==> config.mk <==
export PLATFORM = sky130hd
export DESIGN_NAME = riscv_div_flat
export DESIGN_NICKNAME = d
export VERILOG_FILES = /design/src/rtl/riscv_div_pkg.sv /design/src/rtl/riscv_div_if.sv /design/src/rtl/riscv_div_step.sv /design/src/rtl/riscv_div.sv /design/src/flat_wrapper.sv
export SDC_FILE = /design/constraint.sdc
export NUM_CORES = 1
export LEC_CHECK = 0
export CAP_MARGIN = 20
export CORE_MARGIN = 5
export CORE_UTILIZATION = 54
export CTS_CLUSTER_DIAMETER = 200
export DETAILED_ROUTE_END_ITERATION = 10
export HOLD_SLACK_MARGIN = 0.1
export PLACE_DENSITY = 0.78
export SLEW_MARGIN = 20
export SYNTH_ARGS = -nofsm -noshare
export SYNTH_HDL_FRONTEND = slang
export SYNTH_SLANG_ARGS = --single-unit
==> constraint.sdc <==
create_clock -name clk -period 2.9 [get_ports clk]
set_input_delay 0.29 -clock clk [delete_from_list [all_inputs] [get_ports clk]]
set_output_delay 0.29 -clock clk [all_outputs]
set_load 0.01 [all_outputs]
==> src/rtl/riscv_div_pkg.sv <==
// Shared types for the RV32M divider: op encodings, FSM states and op helpers.
// Optional feature macro used by riscv_div: RISCV_DIV_FASTPATH_EN.
package riscv_div_pkg;

    localparam int DIV_XLEN = 32;

    typedef enum logic [1:0] {
        DIV_OP_DIV  = 2'b00,
        DIV_OP_DIVU = 2'b01,
        DIV_OP_REM  = 2'b10,
        DIV_OP_REMU = 2'b11
    } div_op_e;

    typedef enum logic [1:0] {
        ST_IDLE = 2'b00,
        ST_BUSY = 2'b01,
        ST_DONE = 2'b10
    } div_state_e;

    function automatic logic op_is_signed(div_op_e op);
        return (op == DIV_OP_DIV) || (op == DIV_OP_REM);
    endfunction

    function automatic logic op_is_rem(div_op_e op);
        return (op == DIV_OP_REM) || (op == DIV_OP_REMU);
    endfunction

endpackage

==> src/rtl/riscv_div_if.sv <==
// EX-stage divider handshake: op request from the pipeline, result/valid/stall back.
interface riscv_div_if #(
    parameter int XLEN = 32
);
    logic            start;
    logic            annul;
    logic [1:0]      op;
    logic [XLEN-1:0] dividend;
    logic [XLEN-1:0] divisor;
    logic [XLEN-1:0] result;
    logic            valid;
    logic            req_ex;

    modport master (
        output start, annul, op, dividend, divisor,
        input  result, valid, req_ex
    );

    modport slave (
        input  start, annul, op, dividend, divisor,
        output result, valid, req_ex
    );
endinterface

==> src/rtl/riscv_div_step.sv <==
// One restoring-division iteration: shift {rem,quo} left, trial-subtract divisor.
module riscv_div_step #(
    parameter int XLEN = 32
) (
    input  logic [XLEN-1:0] rem,
    input  logic [XLEN-1:0] quo,
    input  logic [XLEN-1:0] divisor,
    output logic [XLEN-1:0] rem_next,
    output logic [XLEN-1:0] quo_next
);
    logic [XLEN:0] shifted;
    logic [XLEN:0] diff;

    // The extra top bit of diff is the borrow: set means rem < divisor.
    always_comb begin
        shifted = {rem, quo[XLEN-1]};
        diff    = shifted - {1'b0, divisor};
        if (!diff[XLEN]) begin
            rem_next = diff[XLEN-1:0];
            quo_next = {quo[XLEN-2:0], 1'b1};
        end else begin
            rem_next = shifted[XLEN-1:0];
            quo_next = {quo[XLEN-2:0], 1'b0};
        end
    end
endmodule

==> src/rtl/riscv_div.sv <==
// Multi-cycle radix-2 restoring divider for RV32M DIV/DIVU/REM/REMU in EX.
// Define RISCV_DIV_FASTPATH_EN to finish x/0 and signed overflow in one cycle.
//
//  state   | meaning
//  --------+---------------------------------------------------------
//  ST_IDLE | waiting for start; accept cycle raises req_ex
//  ST_BUSY | one shift/subtract step per cycle, count runs XLEN..1
//  ST_DONE | sign-corrected result driven with a one-cycle valid
module riscv_div
    import riscv_div_pkg::*;
#(
    parameter int XLEN = DIV_XLEN
) (
    input logic         clk,
    input logic         rst,
    riscv_div_if.slave  bus
);
    localparam int CNT_W = $clog2(XLEN) + 1;
    localparam logic [XLEN-1:0] MOST_NEG = {1'b1, {(XLEN-1){1'b0}}};

    div_state_e      state;
    div_state_e      state_next;
    logic [CNT_W-1:0] count;

    logic [XLEN-1:0] rem;
    logic [XLEN-1:0] quo;
    logic [XLEN-1:0] dvsr;
    logic [XLEN-1:0] dvd_raw;
    logic [XLEN-1:0] rem_next;
    logic [XLEN-1:0] quo_next;
    logic [XLEN-1:0] result_hold;
    logic [XLEN-1:0] final_val;
    logic [XLEN-1:0] quo_fix;
    logic [XLEN-1:0] rem_fix;

    logic            is_rem;
    logic            neg_quo;
    logic            neg_rem;
    logic            div_zero;
    logic            ovf;

    div_op_e         op_in;
    logic            in_signed;
    logic            dvd_neg;
    logic            dvs_neg;
    logic            in_zero;
    logic            in_ovf;
    logic [XLEN-1:0] dvd_mag;
    logic [XLEN-1:0] dvs_mag;

    logic            load;
    logic            step_en;
    logic            req_ex;
    logic            valid;

    // Operand decode, only consumed in the accept cycle.
    always_comb begin
        op_in     = div_op_e'(bus.op);
        in_signed = op_is_signed(op_in);
        dvd_neg   = in_signed & bus.dividend[XLEN-1];
        dvs_neg   = in_signed & bus.divisor[XLEN-1];
        dvd_mag   = dvd_neg ? -bus.dividend : bus.dividend;
        dvs_mag   = dvs_neg ? -bus.divisor  : bus.divisor;
        in_zero   = (bus.divisor == '0);
        in_ovf    = in_signed & (bus.dividend == MOST_NEG) & (&bus.divisor);
    end

    riscv_div_step #(.XLEN(XLEN)) u_step (
        .rem      (rem),
        .quo      (quo),
        .divisor  (dvsr),
        .rem_next (rem_next),
        .quo_next (quo_next)
    );

    always_ff @(posedge clk) begin
        if (!rst) begin
            state <= ST_IDLE;
        end else begin
            state <= state_next;
        end
    end

    always_comb begin
        state_next = state;
        req_ex     = 1'b0;
        valid      = 1'b0;
        load       = 1'b0;
        step_en    = 1'b0;
        case (state)
            ST_IDLE: begin
                // Gated by rst so no stall is requested from a cycle being reset.
                if (rst && bus.start && !bus.annul) begin
                    req_ex     = 1'b1;
                    load       = 1'b1;
                    state_next = ST_BUSY;
`ifdef RISCV_DIV_FASTPATH_EN
                    if (in_zero || in_ovf) begin
                        state_next = ST_DONE;
                    end
`endif
                end
            end
            ST_BUSY: begin
                if (bus.annul) begin
                    state_next = ST_IDLE;
                end else begin
                    req_ex  = 1'b1;
                    step_en = 1'b1;
                    if (count == CNT_W'(1)) begin
                        state_next = ST_DONE;
                    end
                end
            end
            ST_DONE: begin
                valid      = !bus.annul;
                state_next = ST_IDLE;
            end
            default: state_next = ST_IDLE;
        endcase
    end

    always_ff @(posedge clk) begin
        if (!rst) begin
            count       <= '0;
            rem         <= '0;
            quo         <= '0;
            dvsr        <= '0;
            dvd_raw     <= '0;
            is_rem      <= 1'b0;
            neg_quo     <= 1'b0;
            neg_rem     <= 1'b0;
            div_zero    <= 1'b0;
            ovf         <= 1'b0;
            result_hold <= '0;
        end else begin
            if (load) begin
                count    <= CNT_W'(XLEN);
                rem      <= '0;
                quo      <= dvd_mag;
                dvsr     <= dvs_mag;
                dvd_raw  <= bus.dividend;
                is_rem   <= op_is_rem(op_in);
                neg_quo  <= (op_in == DIV_OP_DIV) & (dvd_neg ^ dvs_neg);
                neg_rem  <= (op_in == DIV_OP_REM) & dvd_neg;
                div_zero <= in_zero;
                ovf      <= in_ovf;
            end else if (step_en) begin
                count <= count - 1'b1;
                rem   <= rem_next;
                quo   <= quo_next;
            end
            if (valid) begin
                result_hold <= final_val;
            end
        end
    end

    // Special cases override the normal sign correction; overflow quotient equals the dividend.
    always_comb begin
        quo_fix = neg_quo ? -quo : quo;
        rem_fix = neg_rem ? -rem : rem;
        if (div_zero) begin
            quo_fix = '1;
            rem_fix = dvd_raw;
        end else if (ovf) begin
            quo_fix = dvd_raw;
            rem_fix = '0;
        end
        final_val = is_rem ? rem_fix : quo_fix;
    end

    assign bus.req_ex = req_ex;
    assign bus.valid  = valid;
    assign bus.result = (state == ST_DONE) ? final_val : result_hold;

endmodule

==> src/flat_wrapper.sv <==
// flat-port wrapper written by rule: the top's interface ports become plain ports
module riscv_div_flat import riscv_div_pkg::*;
#(
    parameter int XLEN = DIV_XLEN
)
  (clk, rst, bus_start, bus_annul, bus_op, bus_dividend, bus_divisor, bus_result, bus_valid, bus_req_ex);
  riscv_div_if #(.XLEN(XLEN)) bus_i ();
  input logic clk;
  input logic rst;
  input wire logic [$bits(bus_i.start)-1:0] bus_start;
  input wire logic [$bits(bus_i.annul)-1:0] bus_annul;
  input wire logic [$bits(bus_i.op)-1:0] bus_op;
  input wire logic [$bits(bus_i.dividend)-1:0] bus_dividend;
  input wire logic [$bits(bus_i.divisor)-1:0] bus_divisor;
  output wire logic [$bits(bus_i.result)-1:0] bus_result;
  output wire logic [$bits(bus_i.valid)-1:0] bus_valid;
  output wire logic [$bits(bus_i.req_ex)-1:0] bus_req_ex;
  assign bus_i.start = bus_start;
  assign bus_i.annul = bus_annul;
  assign bus_i.op = bus_op;
  assign bus_i.dividend = bus_dividend;
  assign bus_i.divisor = bus_divisor;
  assign bus_result = bus_i.result;
  assign bus_valid = bus_i.valid;
  assign bus_req_ex = bus_i.req_ex;
  riscv_div #(.XLEN(XLEN)) u_core (.clk(clk), .rst(rst), .bus(bus_i));
endmodule
Word level (Yosys, flattened, before mapping) --
Cells that the tools add are included.
Cells by class: add/sub/neg operators 6, eq/ne operators 8, mux-type cells 26, bitwise operators 8, reduce and logical (&&, ||, !) cells 12
Operators by type and width (count):
- $mux W32 | 13
- $neg A32 Y32 | 4
- $sub A33 B32 Y33 | 1
- $eq A32 B32 Y1 const B | 1
- $logic_not A32 Y1 | 1
- $reduce_and A32 Y1 | 1
- $mux W6 | 2
- $and A1 B1 Y1 | 6
- $eq A2 B2 Y1 const B | 3
- $eq A6 B1 Y1 const B | 1
- $mux W1 | 6
- $mux W2 | 3
- $sub A6 B1 Y6 const B | 1
- $logic_not A2 Y1 | 2
- $pmux W2 S2 | 1
- $ne A3 B2 Y1 const B | 1
- $eq A2 B1 Y1 const B | 1
- $logic_and A1 B1 Y1 | 2
- $logic_or A1 B1 Y1 | 2
- $ne A2 B1 Y1 const B | 1
- $pmux W1 S2 | 1
- $reduce_and A2 Y1 | 1
- $reduce_bool A2 Y1 | 1
- $reduce_or A2 Y1 | 1
- other kinds (3) | 3
Word-level totals: flip-flop bits (word level) 173, input bits 70, output and inout port bits 34, logic and storage cells 73

Depth between registers and ports, before layout --
Gate-level depths: netlist of the first run.
word-level depth 6, mapped depth 13, mapped depth without buffers 12

Modules after synthesis --
A second synthesis of the first run with hierarchy kept.
Second synthesis, totals: cells, all modules 1796, area, all modules 13264.0 µm²
By module, submodules not included:
- riscv_div | times used 1, cells an instance 1405, area an instance 10577.6 µm², seq. area each 3463.3 µm²
- riscv_div_step | times used 1, cells an instance 391, area an instance 2686.3 µm², seq. area each 0.0 µm²

Worst setup path before layout of the first run --
Ideal clock, no wire load.
path type flip-flop to flip-flop, start point reg u_core.quo[31], end point reg u_core.rem[10], setup time 0.132 ns, data arrival time 2.965 ns, data required time 2.768 ns, slack -0.198 ns, stages on the path, launching flop included 14, path buffers 1, period minus slack after synthesis 3.098 ns, path through dfxtp_1 inv_1 ha_1 fa_1 nor2b_1 o31a_1 o211ai_1 nand3_1 a21oi_1 o21ai_2 xor2_2 buf_4 mux2i_1 a21oi_1
On the way: cells in the longest elaborated chain, start to end 2
RTL lines:
- start, declared | line riscv_div.sv:26 | logic [XLEN-1:0] quo;
- start signal, assigned | line riscv_div.sv:140 | quo <= dvd_mag;
- start signal, assigned | line riscv_div.sv:151 | quo <= quo_next;
- $sub A33 B32 Y33 | line riscv_div_step.sv:17 | diff = shifted - {1'b0, divisor};
- $mux W32 | line riscv_div_step.sv:18 | if (!diff[XLEN]) begin
- end signal, assigned | line riscv_div.sv:150 | rem <= rem_next;
- end, declared | line riscv_div.sv:25 | logic [XLEN-1:0] rem;
No other way between the ends. A chain may end at the register's enable or synchronous reset.

Worst setup path in the final report of the first run --
start point reg u_core.rem[6], end point out bus_result[23]
On the way: cells in the longest elaborated chain, start to end 6
RTL lines:
- $neg A32 Y32 | line riscv_div.sv:162 | rem_fix = neg_rem ? -rem : rem;
- $mux W32 | line riscv_div.sv:162
- $mux W32 | line riscv_div.sv:166 | end else if (ovf) begin
- $mux W32 | line riscv_div.sv:163 | if (div_zero) begin
- $mux W32 | line riscv_div.sv:170 | final_val = is_rem ? rem_fix : quo_fix;
- $mux W32 | line riscv_div.sv:175 | assign bus.result = (state == ST_DONE) ? final_val : result_hold;
- end, declared | line flat_wrapper.sv:15 | output wire logic [$bits(bus_i.result)-1:0] bus_result;
No other way between the ends.

==> summary.md, run 1 <==
| Metric | Value |
|---|---|
| Status | complete, but fails checks |
| Failing checks | negative setup slack |
| Leak | 6.64 nW |
| Fin crit period | 3.57 ns |
| Critical path's most frequent cell | or3_4 |
| Cell depth of the worst flop-to-flop path | 14 |
| PwrDens | 453 mW/mm^2 |
| Vias in the first global route | 12900 |
| GP Congestion | 0.936 |
| Net Sw Frac | 33.5% |
| Crit-path cells | or4_4 > or3_4 > or3_4 > or2_4 > buf_4 > o31ai_4 > xnor2_2 > a21oi_2 > o21ai_2 > buf_2 |
| Clock group share of total power | 33.5% |
| Hold Path Stages | 5 |
| Initial Util | 55.0% |
| Max_slew headroom | 42.4% |
| Antenna violations before repair | 0 |
| First drt pass iteration count | 6 |
| Req. time, crit path | 2.61 ns |
| Synth Instances | 1639 |
| DR iter-0 viols | 1750 |
| N_diodes | 0 |
| I/O Buffers | 103 |
| Fmax | 0.280 GHz |
| Post-synthesis simple-gate area fraction | 22.8% |
| CP Capture Type | output pin |
| Delay-heaviest family, CP | simple AND/OR/NAND/NOR gates |
| Syn Area/Cell | 7.32 um^2 |
| Drt wl/cell | 20.3 um |
| Setup WS post-layout | -0.667 ns |
| Critical path buffers and inverters | 2 |
| Area leader, netlist | dfxtp_1 |
| Reg2reg setup slack | -0.14 ns |
| DRC errors left | 0 |
| First-pass GRT wire length | 69400 um |
| Top_reg_cell synth | dfxtp_1 |
| TritonCTS Sinks | 173 |
| Hold Worst Slack | 0.376 ns |
| Final hold violations | 0 |
| Critical Path AT | 3.28 ns |
| Largest net degree at the start of global routing | 92 |
| Mapped Nets | 1749 |
| Cell Int Power | 4.94 mW |
| Post-synthesis compound-gate area fraction | 25.3% |
| Root Driver | clkbuf_16 |
| Pins Over Slew Limit | 0 |
| Placed cells | 2135 |
| Max VDD drop | 0.403 mV |
| Ys Warns | 0 |
| Ports | 104 |
| Asr flop ratio synth | 0% |
| Final Net Count | 2025 |
| P_sw | 2.49 mW |
| Synth top area cells | dfxtp_1, o21ai_0, nand2_1 |
| DRT antenna net count | 0 |
| Largest family of logic cells by synthesized area | compound AO/OA/AOI/OAI gates |
| CTS tree | done |
| Worst skew pair latency | 0.45 ns |
| Synthesized area | 0.0120 mm^2 |
| Cts bufs inserted | 17 |
| #FFs+latches synth | 173 |
| Crit path largest cell delay | 0.52 ns |
| Xor/xnor share of the synthesized area | 10.9% |
| Clock Path Buffers | 2 |
| Pre-CTS setup slack | -0.580 ns |
| Adder and majority gate portion of the synthesized area | 4.23% |
| Number of cells on the critical path | 10 |
| Sequential share of the synthesized area | 28.9% |
| Die footprint | 0.0253 mm^2 |
| Layout area overhead | 36.7% |
| Synth top area share | 28.9% |
| Final setup fails | 53 |
| Final non-filler cell total | 2208 |
| Actual slew at the worst max-slew pin | 0.864 ns |
| Worst hold path type | in -> reg |
| Clock-pin slew on the worst setup and hold paths | 0.07 ns |
| Vias after detailed routing | 13900 |
| Fill cells | 1644 |
| CP Class | reg -> out |
| Unique cell type count in the Yosys netlist | 79 |
| Final wirelength | 44800 um |
| Startpoint Class | flop |
| Half-perimeter wire length after placement | 31200 um |
| EDFF count, synth | 0 |
| Logic pwr share | 32.2% |
| Final period util | 123% |
| Max stage delay cell, worst path | or4_4 |
| Placement Rows | 54 |
| Grt total ovfl | 0 |
| MaxCap Viol Count | 0 |
| Count leader, synth | nand2_1 |
| RSZ-0062 raised after global routing | true |
| Vias/cell | 6.28 |
| Die height | 159 um |
| Die width | 159 um |
| Post-synth top cells | nand2_1, o21ai_0, dfxtp_1 |
| Critical-path maximum fanout | 4 |
| Core Box Area | 0.0218 mm^2 |
| Total GRT Usage | 33.1% |
| Htree depth | 4 |
| Layout Skew | 0.0104 ns |
| Mux contribution to synthesized area | 2.60% |
| Share of cells above drive strength 1 | 24.3% |
| Reg power frac | 34.2% |
==> repair_timing <==
item                       CTS  global route
buffers inserted            28            21
gates resized for setup    237            90
pin swaps                   68            72
setup endpoints to repair   65            69
cloned                       1             0
hold buffers                 0             0
==> through the flow <==
stage          area (um^2)  setup TNS (ns)  util, %  total power, mW
4_1_cts              16000          -12.33     73.3             7.19
6_report             16400          -13.91     75.2             7.43
3_3_place_gp         14700          -11.87     67.6             4.47
2_1_floorplan        12000         -0.0355        -             3.71
3_5_place_dp         14700          -14.22     67.6             4.51
5_1_grt              16400          -18.95     75.2             7.68
==> placed cells by master, fill, tap and decap left out, types with 10 or more instances in the layout <==
cell type        Yosys  final
nor4_1              17     13
o21ai_1             12     42
a21o_1              13     13
ha_1                39     36
a21oi_2              0     14
inv_1               57     54
nand3_1             98     96
xnor2_1             84     76
nor3_1              22     19
a311oi_1            23     23
o21ai_2              1     13
mux2i_1             30     28
clkdlybuf4s50_1      0     71
a211oi_1            25     21
o31ai_1             22     16
nand2_1            225    220
a222oi_1            10     10
buf_4                2    232
a21oi_1            110     95
buf_6                0     18
nor2_1             133    129
clkbuf_16            0     17
nand4_1             17     17
o21ai_0            177    133
buf_2                4     25
xor2_1              64     62
dfxtp_1            173    160
==> cell families after synthesis <==
group                      Yosys count
buffers and inverters              165
AOI/OAI and AO/OA                  485
and+or+nand+nor                    596
DFF                                173
adders and majority gates           40
xor gates and xnor gates           149
muxes                               31
==> power by group through the flow <==
stage          clock network, mW  logic (mW)  registers, mW
3_3_place_gp                   0        1.89           2.59
5_1_grt                     2.58        2.55           2.55
2_1_floorplan                  0        1.13           2.58
6_report                    2.49        2.40           2.55
3_5_place_dp                   0        1.91           2.59
4_1_cts                     2.48        2.17           2.54
==> worst reg2reg max path: stages (launching register included) <==
cell,delay (ns)
dfxtp_2,0.33
buf_4,0.17
ha_4,0.22
a21o_1,0.17
or3_4,0.34
o211ai_1,0.28
nand3_1,0.16
a21oi_2,0.19
o21ai_2,0.10
buf_6,0.14
xor2_4,0.19
buf_12,0.15
buf_12,0.14
mux2i_2,0.25
a21oi_1,0.09
==> registers in the layout, indices dropped and copies added (netlist names) <==
| register | flops |
|---|---|
| u_core.count | 6 |
| u_core.state | 2 |
| u_core.neg_quo | 1 |
| u_core.rem | 32 |
| u_core.div_zero | 1 |
| u_core.dvd_raw | 32 |
| u_core.quo | 32 |
| u_core.result_hold | 32 |
| u_core.neg_rem | 1 |
| u_core.dvsr | 32 |
| u_core.is_rem | 1 |
| u_core.ovf | 1 |
==> path summary, 6_finish.rpt <==
kind,start,endpoint
setup / recovery,u_core.rem[6],bus_result[23]
hold reg to reg,u_core.result_hold[28],u_core.result_hold[28]
hold / removal,rst,u_core.dvsr[1]
setup reg to reg,u_core.rem[6],u_core.rem[27]
==> final cells by class <==
class,instances,area (um^2),share of cell area [%]
clock inverter,15,195,1.19
clock buffer,17,425,2.59
tap,280,350,2.14
multi-input combinational,1301,8650,52.7
inverter,58,224,1.36
sequential,173,3490,21.3
timing repair buffer,364,3070,18.7
==> layer usage <==
metal,vias to the layer above,routed length [um],global-route usage [%]
met4,0,1460,9.97
met3,126,4680,7.74
li1,6422,-,-
met2,802,19700,50.5
met1,6508,19000,46.6
met5,-,0,0
(Power assumes the default switching activity.)
==> run 2, diff against run 1 <==
--- a/config.mk
+++ b/config.mk
@@ -5,7 +5,6 @@
 export SDC_FILE = /design/constraint.sdc
 export NUM_CORES = 1
 export LEC_CHECK = 0
-export CAP_MARGIN = 20
 export CORE_MARGIN = 5
 export CORE_UTILIZATION = 54
 export CTS_CLUSTER_DIAMETER = 200
==> results of run 2 <==
The final DEF is identical to that of run 1; final timing and power are the same.
